File: src/rtl/factor_check_seq_if.sv
// Handshake and data bundle for factor_check_seq: operands in; status and registered results out.
interface factor_check_seq_if #(
  parameter int unsigned W = 4
) ();
  logic           start;
  logic [W-1:0]   i1;
  logic [W-1:0]   i2;
  logic [2*W-1:0] a;
  logic           busy;
  logic           done;
  logic [2*W-1:0] product;
  logic           match;
  logic           nontriv;
  logic           o_1;

  modport master (
    output start, i1, i2, a,
    input  busy, done, product, match, nontriv, o_1
  );

  modport slave (
    input  start, i1, i2, a,
    output busy, done, product, match, nontriv, o_1
  );
endinterface

File: src/rtl/factor_check_seq.sv
// Sequential shift-add multiplier checking whether i1*i2 equals a target, optionally
// requiring both factors to be non-trivial (> 1). One result per W+1 cycles.
module factor_check_seq #(
  parameter int unsigned W             = 4,
  parameter bit          CHECK_NONTRIV = 1'b1
) (
  input logic               clk,
  input logic               rst,
  factor_check_seq_if.slave bus
);

  localparam int unsigned CntW = (W > 1) ? $clog2(W) : 1;

  typedef enum logic [1:0] {StIdle, StRun, StDone} state_e;

  state_e         r_state;
  state_e         w_state_next;
  logic           w_accept;
  logic           w_last;

  logic [W-1:0]   r_i1;
  logic [W-1:0]   r_i2;
  logic [2*W-1:0] r_a;
  logic [2*W-1:0] r_acc;
  logic [CntW-1:0] r_cnt;

  logic [2*W-1:0] w_addend;
  logic [2*W-1:0] w_acc_next;
  logic           w_match;
  logic           w_nontriv;
  logic           w_o1;

  logic [2*W-1:0] r_product;
  logic           r_match;
  logic           r_nontriv;
  logic           r_o1;

  assign w_last = (r_cnt == CntW'(W - 1));

  // One partial product per cycle; r_i2 is the multiplier, r_i1 the multiplicand.
  always_comb begin
    w_addend = '0;
    if (r_i2[r_cnt]) begin
      w_addend = {{W{1'b0}}, r_i1} << r_cnt;
    end
    w_acc_next = r_acc + w_addend;
    w_match    = (w_acc_next == r_a);
    w_nontriv  = (r_i1 > W'(1)) && (r_i2 > W'(1));
    w_o1       = CHECK_NONTRIV ? (w_match && w_nontriv) : w_match;
  end

  always_comb begin
    w_state_next = r_state;
    w_accept     = 1'b0;
    case (r_state)
      StIdle: begin
        if (bus.start) begin
          w_accept     = 1'b1;
          w_state_next = StRun;
        end
      end
      StRun: begin
        if (w_last) begin
          w_state_next = StDone;
        end
      end
      StDone: begin
        if (bus.start) begin
          w_accept     = 1'b1;
          w_state_next = StRun;
        end else begin
          w_state_next = StIdle;
        end
      end
      default: w_state_next = StIdle;
    endcase
  end

  always_ff @(posedge clk or posedge rst) begin
    if (rst) begin
      r_state <= StIdle;
    end else begin
      r_state <= w_state_next;
    end
  end

  always_ff @(posedge clk or posedge rst) begin
    if (rst) begin
      r_i1  <= '0;
      r_i2  <= '0;
      r_a   <= '0;
      r_acc <= '0;
      r_cnt <= '0;
    end else if (w_accept) begin
      r_i1  <= bus.i1;
      r_i2  <= bus.i2;
      r_a   <= bus.a;
      r_acc <= '0;
      r_cnt <= '0;
    end else if (r_state == StRun) begin
      r_acc <= w_acc_next;
      r_cnt <= r_cnt + CntW'(1);
    end
  end

  // Results only change on the last RUN step, so they hold across a new start.
  always_ff @(posedge clk or posedge rst) begin
    if (rst) begin
      r_product <= '0;
      r_match   <= 1'b0;
      r_nontriv <= 1'b0;
      r_o1      <= 1'b0;
    end else if ((r_state == StRun) && w_last) begin
      r_product <= w_acc_next;
      r_match   <= w_match;
      r_nontriv <= w_nontriv;
      r_o1      <= w_o1;
    end
  end

  assign bus.busy    = (r_state == StRun);
  assign bus.done    = (r_state == StDone);
  assign bus.product = r_product;
  assign bus.match   = r_match;
  assign bus.nontriv = r_nontriv;
  assign bus.o_1     = r_o1;

endmodule

File: src/flat_wrapper.sv
// flat-port wrapper written by rule: the top's interface ports become plain ports
module factor_check_seq_flat 
#(
  parameter int unsigned W             = 4,
  parameter bit          CHECK_NONTRIV = 1'b1
)
  (clk, rst, bus_start, bus_i1, bus_i2, bus_a, bus_busy, bus_done, bus_product, bus_match, bus_nontriv, bus_o_1);
  factor_check_seq_if #(.W(W)) bus_i ();
  input logic clk;
  input logic rst;
  input wire logic [$bits(bus_i.start)-1:0] bus_start;
  input wire logic [$bits(bus_i.i1)-1:0] bus_i1;
  input wire logic [$bits(bus_i.i2)-1:0] bus_i2;
  input wire logic [$bits(bus_i.a)-1:0] bus_a;
  output wire logic [$bits(bus_i.busy)-1:0] bus_busy;
  output wire logic [$bits(bus_i.done)-1:0] bus_done;
  output wire logic [$bits(bus_i.product)-1:0] bus_product;
  output wire logic [$bits(bus_i.match)-1:0] bus_match;
  output wire logic [$bits(bus_i.nontriv)-1:0] bus_nontriv;
  output wire logic [$bits(bus_i.o_1)-1:0] bus_o_1;
  assign bus_i.start = bus_start;
  assign bus_i.i1 = bus_i1;
  assign bus_i.i2 = bus_i2;
  assign bus_i.a = bus_a;
  assign bus_busy = bus_i.busy;
  assign bus_done = bus_i.done;
  assign bus_product = bus_i.product;
  assign bus_match = bus_i.match;
  assign bus_nontriv = bus_i.nontriv;
  assign bus_o_1 = bus_i.o_1;
  factor_check_seq #(.W(W), .CHECK_NONTRIV(CHECK_NONTRIV)) u_core (.clk(clk), .rst(rst), .bus(bus_i));
endmodule
File: config.mk
export PLATFORM = sky130hd
export DESIGN_NAME = factor_check_seq_flat
export DESIGN_NICKNAME = d
export VERILOG_FILES = /design/src/rtl/factor_check_seq_if.sv /design/src/rtl/factor_check_seq.sv /design/src/flat_wrapper.sv
export SDC_FILE = /design/constraint.sdc
export NUM_CORES = 1
export LEC_CHECK = 0
export BUFFER_PORTS_ARGS = -buffer_cell sky130_fd_sc_hd__clkbuf_2
export CORE_AREA = 2 2 74 76
export CTS_BUF_LIST = sky130_fd_sc_hd__clkbuf_2
export DETAILED_ROUTE_END_ITERATION = 10
export DIE_AREA = 0 0 76 78
export GPL_TIMING_DRIVEN = 0
export SETUP_SLACK_MARGIN = 0.5
export SYNTH_ARGS = -nofsm -noshare
export SYNTH_HDL_FRONTEND = slang
export SYNTH_SLANG_ARGS = --single-unit
File: constraint.sdc
create_clock -name clk -period 3 [get_ports clk]
set_clock_uncertainty 0.15 [all_clocks]
set_input_delay 0.6 -clock clk [delete_from_list [all_inputs] [get_ports clk]]
set_output_delay 0.6 -clock clk [all_outputs]
set_load 0.05 [all_outputs]
# After elaboration in Yosys (flattened, before gate mapping)
# Cells that the tools add are included.
[word_totals] reg_bits=39 out_inout_bits=13 input_bits=19 wordCells=42
[classes] magnitude_cmp=3 reduce_logical=7 muxes=13 add_sub_neg=2 eq_ne=6 shift=1
[ops] op="8-bit 2-to-1 mux" n=3
[ops] op="8-bit adder" n=1
[ops] op="8-bit == test" n=1
[ops] op="4-bit by 1-bit greater-than comparator with 1-bit output, second input constant" n=2
[ops] op="2-bit 2-to-1 mux" n=4
[ops] op="4-bit by 2-bit left shift with 8-bit output" n=1
[ops] op="2-bit case mux with 3 select lines" n=1
[ops] op="2-bit == test, second input constant" n=2
[ops] op="1-bit 2-to-1 mux" n=4
[ops] op="1-bit logical AND" n=3
[ops] op="2-bit by 3-bit < comparator with 1-bit output, second input constant" n=1
[ops] op="2-bit by 1-bit adder with 2-bit output, second input constant" n=1
[ops] op="1-bit binary-select mux with 2-bit select" n=1
[ops] op="2-bit by 1-bit == test with 1-bit output, second input constant" n=1
[ops] op="2-bit logical NOT" n=1
[ops] op="2-bit by 1-bit != test with 1-bit output, second input constant" n=1
[ops] op="2-bit != test, second input constant" n=1
[ops] op="2-bit AND reduction" n=1
[ops] op="2-bit nonzero test" n=1
[ops] op="2-bit OR reduction" n=1

# Depth between registers and ports, before layout
# Gate-level depths: netlist of the first run.
[logic_depth] word_depth=6 mapped_depth=12 depth_no_buf=11

# Worst setup path before layout of the first run
# No wires, ideal clock.
[synth_path] path_kind="register -> register" from="reg u_core.r_cnt[1]" to="reg u_core.r_o1, in the netlist u_core.bus.o_1" path_buffers=1 synth_period_minus_slack_ns=2.889 required_ns=2.716 setup_slack_ns=0.111 stages_incl_launch_ff=13 setup_ns=0.134 arrival_ns=2.605 cell_sequence="dfrtp_1 > clkbuf_1 > mux2_2 > nand2_1 > o21ai_0 > and2_1 > ha_1 > nand2_1 > o31ai_2 > xor2_1 > and2_1 > o2111ai_1 > o21ai_1"
[synth_between] elab_chain_cells=6 word_cells_on_any_way=9 classes_between="add/sub (1); eq/ne (2); shift (1); mux (3); reduce/logical (2)"
[synth_lines] element="from (decl)" line_no="factor_check_seq.sv:25" source="logic [CntW-1:0] r_cnt;"
[synth_lines] element="from (signal assigned)" line_no="factor_check_seq.sv:102" source="r_cnt <= r_cnt + CntW'(1);"
[synth_lines] element="1-bit binary-select mux with 2-bit select" line_no="factor_check_seq.sv:43" source="if (r_i2[r_cnt]) begin"
[synth_lines] element="1-bit 2-to-1 mux (not written as such)" line_no="factor_check_seq.sv:43"
[synth_lines] element="8-bit 2-to-1 mux" line_no="factor_check_seq.sv:43"
[synth_lines] element="8-bit adder" line_no="factor_check_seq.sv:46" source="w_acc_next = r_acc + w_addend;"
[synth_lines] element="8-bit == test" line_no="factor_check_seq.sv:47" source="w_match = (w_acc_next == r_a);"
[synth_lines] element="1-bit logical AND" line_no="factor_check_seq.sv:49" source="w_o1 = CHECK_NONTRIV ? (w_match && w_nontriv) : w_match;"
[synth_lines] element="to (signal assigned)" line_no="factor_check_seq.sv:117" source="r_o1 <= w_o1;"
[synth_lines] element="to (decl)" line_no="factor_check_seq.sv:36" source="logic r_o1;"
# Several ways; a longest one is shown, not always the timed one. The select of a mux whose other input is x is not followed.
# A chain may end at the register's enable or synchronous reset.

# Worst setup path after layout of the first run
[layout_path] from="reg u_core.r_cnt[0]" to="reg u_core.r_o1, in the netlist u_core.bus.o_1"
# The elaborated chain is that of the path after synthesis.

==> metrics.txt, run 1 <==
R2R Setup Slk=0.20 ns; Die Y=78 um; Post-synth top cells=dfrtp_1, nand2_1, mux2_2; Final min period=2.80 ns; nets=250; GRT overflow=0; antenna violation net count after detailed routing=0; clock buffer depth=2; final hold viol count=0; reg2reg start=u_core.r_cnt[0]; wire length of the first global-routing pass=7360 um; EDFF count, synth=0; Yosys top cell area share=48.6%; crit start category=flop; n_diodes=0; DRT Wirelength=4140 um; CP Cell Sequence=mux4_2 > and2_4 > ha_4 > nor2_4 > o31ai_4 > xor2_2 > and2_4 > o2111ai_4 > o21ai_2; Initial Utilization=39.9%; top post-synthesis cells by area=dfrtp_1, mux2_2, ha_1; YS warnings=0; Chip Width=76 um; Synth cell types=35; Slew Limit Fails=0; Root Driver=clkbuf_2; synthesized instance count=171; most crowded layer after global routing=met2; htree depth=2; max-cap violations=0; Syn Area/Cell=11.8 um^2; average wire per standard cell=14.1 um; vias in the first global route=1,536; Worst-path clk slew=0.18 ns; Yosys reg bits=39; CTS Buf Count=5; Hold Crit Class=in -> async; final core utilization=52.2%; share of layout cells above drive strength 1=47.1%; initial antenna violation count=0; top-count cell post-synth=dfrtp_1; Primary FF master, synth=dfrtp_1; Critical Path Sink Type=flop; met3 usage=3.37%; Synth-to-Final Area Change=31.1%; post-synth top area cell=dfrtp_1; drt first pass iters=4; DR vias/cell=5.00; Setup crit end=u_core.bus.o_1; Site Rows=26; Max Fclk=0.358 GHz; DRC Markers=0; peak fanout along the critical path=5; r2r endpoint=u_core.bus.o_1; Core Area=0.00504 mm^2; Max-slew headroom=46.1%; port bufs=31; Worst setup startpoint=u_core.r_cnt[0]; DR vias=1,464; met2 usage=25.7%; slowest CP cell=mux4_2; status=complete, no violations; initial DRC count=39; Critical Path AT=2.97 ns; unrepaired setup endpoints after global routing=yes; CP max stage delay=0.54 ns; post-synthesis sequential area ratio=48.6%; post-synthesis cell area=0.00201 mm^2; Placer Congestion=0.815; Slew @ Worst Pin=0.808 ns; Ports=32; worst reg-to-reg path cell count=9; Sink Count=39; Setup Crit Path Kind=reg -> reg; fill count=465; worst hold slack=0.179 ns; TritonCTS clock tree=yes; Clock Latency Late Sink=0.38 ns; met1 Resource Use GR=21.1%; most frequent CP cell=and2_4; Async S/R FF share, synth=100%; die area=0.00593 mm^2; half-perimeter wire length after placement=2910 um; largest net degree at the start of global routing=40; Tot GR Track Use=15.7%; Hold-fix buffers, CTS=0; worst path required time=3.17 ns; Setup-failing EPs final=0; period utilization=93.2%; Net Count, Synth=199
-- how the worst min path moves through the flow --
stage / from / slack (ns) / to
after global routing: rst / 0.20 / u_core.bus.product[5]
after detailed placement: u_core.bus.nontriv / 0.31 / u_core.bus.nontriv
after floorplan: u_core.r_acc[0] / 0.32 / u_core.r_acc[0]
final: rst / 0.18 / u_core.r_state[1]
after global placement: u_core.bus.nontriv / 0.31 / u_core.bus.nontriv
after CTS: rst / 0.20 / u_core.bus.o_1
-- what timing repair did --
item | in CTS | in global routing
setup endpoints to repair | 10 | 9
setup buffers | 12 | 1
resized for setup | 19 | 19
pin swaps | 17 | 13
-- cell type report --
type	instances	area, um^2	share of cell area [%]
Tap cell	70	87.6	3.33
Clock buffer	6	30.0	1.14
Timing Repair Buffer	44	259	9.83
Multi-Input combinational cell	123	1220	46.5
Buffer	6	37.5	1.43
Sequential cell	39	977	37.1
Inverter	3	11.3	0.428
Clock inverter	2	7.51	0.285
-- stage by stage --
stage / setup slack [ns] / TNS, ns / cell area [um^2] / std cells
after global routing: 0.0820 / 0 / 2630 / 293
final: 0.203 / 0 / 2630 / 293
after detailed placement: -0.0845 / -0.154 / 2320 / 272
after floorplan: 0.384 / 0 / 2080 / 171
after CTS: 0.240 / 0 / 2530 / 292
after global placement: -0.0164 / -0.0291 / 2320 / 272
-- sequential cells by signal (all words and copies together) (netlist names) --
name	cells
u_core.bus.product	8
u_core.r_a	8
u_core.r_acc	8
u_core.r_i1	4
u_core.r_i2	4
u_core.r_cnt	2
u_core.r_state	2
u_core.bus.match	1
u_core.bus.nontriv	1
u_core.bus.o_1	1
-- routing by layer --
layer,routed length (um),vias up
li1,-,712
met1,2000,718
met2,1960,27
met3,144,7
met4,38,0
met5,0,-
-- worst max-delay path: cells and delay by family (launching register included) --
kind,cells,cell delay [ns]
xor+xnor,1,0.24
compound gates,3,0.61
flops,1,0.45
mux,1,0.54
simple gates,3,0.43
fa+ha+maj,1,0.33
-- kinds of logic (layout without fill, tap and decap cells) --
| group | after synthesis | count (layout) | share of synthesized area [%] |
|---|---|---|---|
| fa+ha+maj | 9 | 9 | 5.98 |
| mux | 23 | 23 | 13.4 |
| compound gates | 34 | 34 | 12.1 |
| xor+xnor | 14 | 14 | 8.22 |
| buf+inv | 9 | 61 | 1.68 |
| flops | 39 | 39 | 48.6 |
| simple gates | 43 | 43 | 10.1 |
-- layout by cell type (no fill, tap or decap), types with 3 or more instances in the layout --
master / n
nand3_1: 3
nand2_1: 22
mux2_2: 21
ha_1: 3
o21ai_1: 3
clkbuf_2: 36
a22o_1: 8
ha_4: 4
buf_4: 13
a21oi_4: 3
and2_4: 3
xnor2_1: 6
dfrtp_1: 38
a21o_1: 3
o21ai_0: 5
Power of run 1 is not shown: default switching activity piles up to over one toggle a cycle in this logic, so the estimate is an artifact.
==> inputs of run 2 (changes only) <==
--- a/config.mk
+++ b/config.mk
@@ -12,6 +12,7 @@
 export DIE_AREA = 0 0 76 78
 export GPL_TIMING_DRIVEN = 0
 export SETUP_SLACK_MARGIN = 0.5
+export SLEW_MARGIN = 25
 export SYNTH_ARGS = -nofsm -noshare
 export SYNTH_HDL_FRONTEND = slang
 export SYNTH_SLANG_ARGS = --single-unit
==> constraint.sdc (replaced) <==
create_clock -name clk -period 2.8 [get_ports clk]
set_clock_uncertainty 0.15 [all_clocks]
set_input_delay 0.56 -clock clk [delete_from_list [all_inputs] [get_ports clk]]
set_output_delay 0.56 -clock clk [all_outputs]
set_load 0.05 [all_outputs]
==> run 2 against run 1 <==
Against the previous run:
- setup slack worse by 0.19 ns
- final cell count grew 0.68%
- fmax grew 0.36%
- critical path depth grew 2
- non-clock buffer count is 2 higher
- flip-flop and latch count did not move
- first-iteration DRC count is 87% higher
- sequential share of layout area down 1.5 points
- critical path type unchanged
==> metrics.txt, run 2 (same netlist as run 1, synthesis figures left out) <==
commonest non-fill, non-tap cell in the layout=dfrtp_1; Setup Crit Path Kind=reg -> reg; Worst Hold Launch=bus_i1[2]; reg2reg start=u_core.r_cnt[0]; Synth-to-Final Area Change=36.6%; most crowded layer after global routing=met2; pwr/cell area=1470 mW/mm^2; htree depth=2 (unchanged); Critical Path Sink Type=flop; Die Y=78 um (unchanged); Max-slew headroom=49.7% (+3.6 points); Critical Path AT=2.93 ns (-0.04 ns); hold path depth=2; DR vias=1,507 (+2.9%); clock buffer depth=2 (unchanged); Chip Width=76 um (unchanged); Setup-failing EPs final=0 (unchanged); Max Fclk=0.359 GHz (+0.36%); final hold viol count=0 (unchanged); Final Worst Setup Slack=0.0136 ns (-0.190 ns); Post-Place Setup Slack=-0.197 ns (-0.113 ns); antenna violation net count after detailed routing=0 (unchanged); R2R Setup Slk=0.01 ns (-0.19 ns); DP Cell Count=273 (+0.37%); TritonCTS clock tree=yes; r2r endpoint=u_core.r_acc[7]; met1 Resource Use GR=19.9% (-1.2 points); die area=0.00593 mm^2 (unchanged); switching power=1.67 mW; Sink Count=39 (unchanged); VDD IR-drop max=0.000727 V; Slew Limit Fails=0 (unchanged); share of layout cells above drive strength 1=48.4% (+1.4 points); DR vias/cell=5.11 (+2.2%); Hold Crit Class=in -> reg; GRT overflow=0 (unchanged); Root Driver=clkbuf_2; most frequent cells in the layout=dfrtp_1, clkbuf_2, nand2_1, mux2_2, buf_4; Clock power frac=10.6%; unrepaired setup endpoints after global routing=yes; Slew @ Worst Pin=0.752 ns (-0.0560 ns); max-cap violations=0 (unchanged); CTS Buf Count=5 (unchanged); DRC Markers=0 (unchanged); Worst Hold Path EP=u_core.r_i1[2]; vias in the first global route=1,546 (+0.65%); Initial Utilization=39.9% (unchanged); Placer Congestion=0.794 (-2.5%); average wire per standard cell=14.5 um (+2.4%); Finished Layout Cells=295 (+0.68%); Worst-path clk slew=0.20 ns (+0.02 ns); nets=252 (+0.80%); met3 usage=3.26% (-0.12 points); Final min period=2.79 ns (-0.0101 ns); Cell Int Power=2.35 mW; worst path required time=2.94 ns (-0.23 ns); Sequential Power Share=25.3%; status=complete, no violations; crit start category=flop; fill count=442 (-4.9%); met2 usage=26.5% (+0.80 points); peak fanout along the critical path=6 (+1); wire length of the first global-routing pass=7260 um (-1.4%); Clock Latency Late Sink=0.39 ns (about the same); port bufs=31 (unchanged); Core Area=0.00504 mm^2 (unchanged); P_leak=1.30 nW; net switching share of the total power=41.6%; initial antenna violation count=0 (unchanged); n_diodes=0 (unchanged); period utilization=99.5% (+6.3 points); Ports=32 (unchanged); worst reg-to-reg path cell count=11 (+2); Gate power share=64.1%; largest net degree at the start of global routing=32 (-20%); drt first pass iters=4 (unchanged); Tot GR Track Use=15.6% (-0.12 points); DRT Wirelength=4270 um (+3.1%); Site Rows=26 (unchanged); initial DRC count=73 (+87%); half-perimeter wire length after placement=2880 um (-1.0%)
run 2: area by class of cell:
cell class / instances / area, um^2 / share of cell area [%]
sequential: 39 / 977 / 35.6
buffer: 6 / 45.0 / 1.64
multi-input combinational: 123 / 1230 / 44.8
inverter: 3 / 11.3 / 0.410
clock inverter: 2 / 60.1 / 2.19
clock buffer: 6 / 30.0 / 1.09
timing repair buffer: 46 / 303 / 11.0
tap: 70 / 87.6 / 3.19
run 2: metal layers:
| layer | wire length, um | up-vias |
|---|---|---|
| met4 | 51 | 0 |
| li1 | - | 710 |
| met2 | 2060 | 40 |
| met3 | 205 | 7 |
| met5 | 0 | - |
| met1 | 1960 | 750 |
run 2: stage by stage:
stage               hold WS, ns  TNS [ns]  instance area (um^2)  util [%]  power (mW)
floorplan                 0.323         0                  2090         -        2.58
global placement          0.311    -0.376                  2330      46.2        2.93
detailed placement        0.315    -0.394                  2350      46.6        2.96
CTS                       0.208         0                  2620      51.9        3.67
global route              0.197    -0.305                  2750      54.4        4.29
finish                    0.231         0                  2750      54.4        4.02
run 2: worst max path at each step:
stage                    startpoint                to  slack [ns]  depth (start not counted)
global placement    u_core.r_cnt[0]  u_core.bus.match       -0.19                         10
global route        u_core.r_cnt[0]    u_core.bus.o_1       -0.10                         10
CTS                 u_core.r_cnt[0]    u_core.bus.o_1        0.06                          9
detailed placement  u_core.r_cnt[0]    u_core.bus.o_1       -0.20                         10
finish              u_core.r_cnt[0]   u_core.r_acc[7]        0.01                         11
floorplan           u_core.r_cnt[0]    u_core.bus.o_1        0.19                          9
run 2: worst max-delay path, stage by stage, from the launching register on:
cell and delay (ns):
dfrtp_2 0.48, mux4_2 0.55, o211a_1 0.17, ha_4 0.29
nand2_4 0.06, o31ai_4 0.30, buf_4 0.17, o31ai_4 0.07
buf_6 0.14, a21o_1 0.16, nand2_1 0.07, o31ai_1 0.07
run 2: power by group through the flow:
stage               Clock (mW)  Combinational (mW)  Sequential [mW]
global placement             0                1.91             1.02
floorplan                    0                1.41             1.17
finish                   0.427                2.58             1.02
detailed placement           0                1.94             1.02
CTS                      0.439                2.22             1.01
global route             0.465                2.77             1.05
run 2: timing repair:
item,4_1_cts,5_1_grt
buffers inserted,8,4
hold buffers,1,0
endpoints found under the setup margin,13,14
gates cloned,1,0
pin swaps,7,13
resized for setup,18,21
endpoints found under the hold margin,8,0
Power figures use the tool's default switching activity.
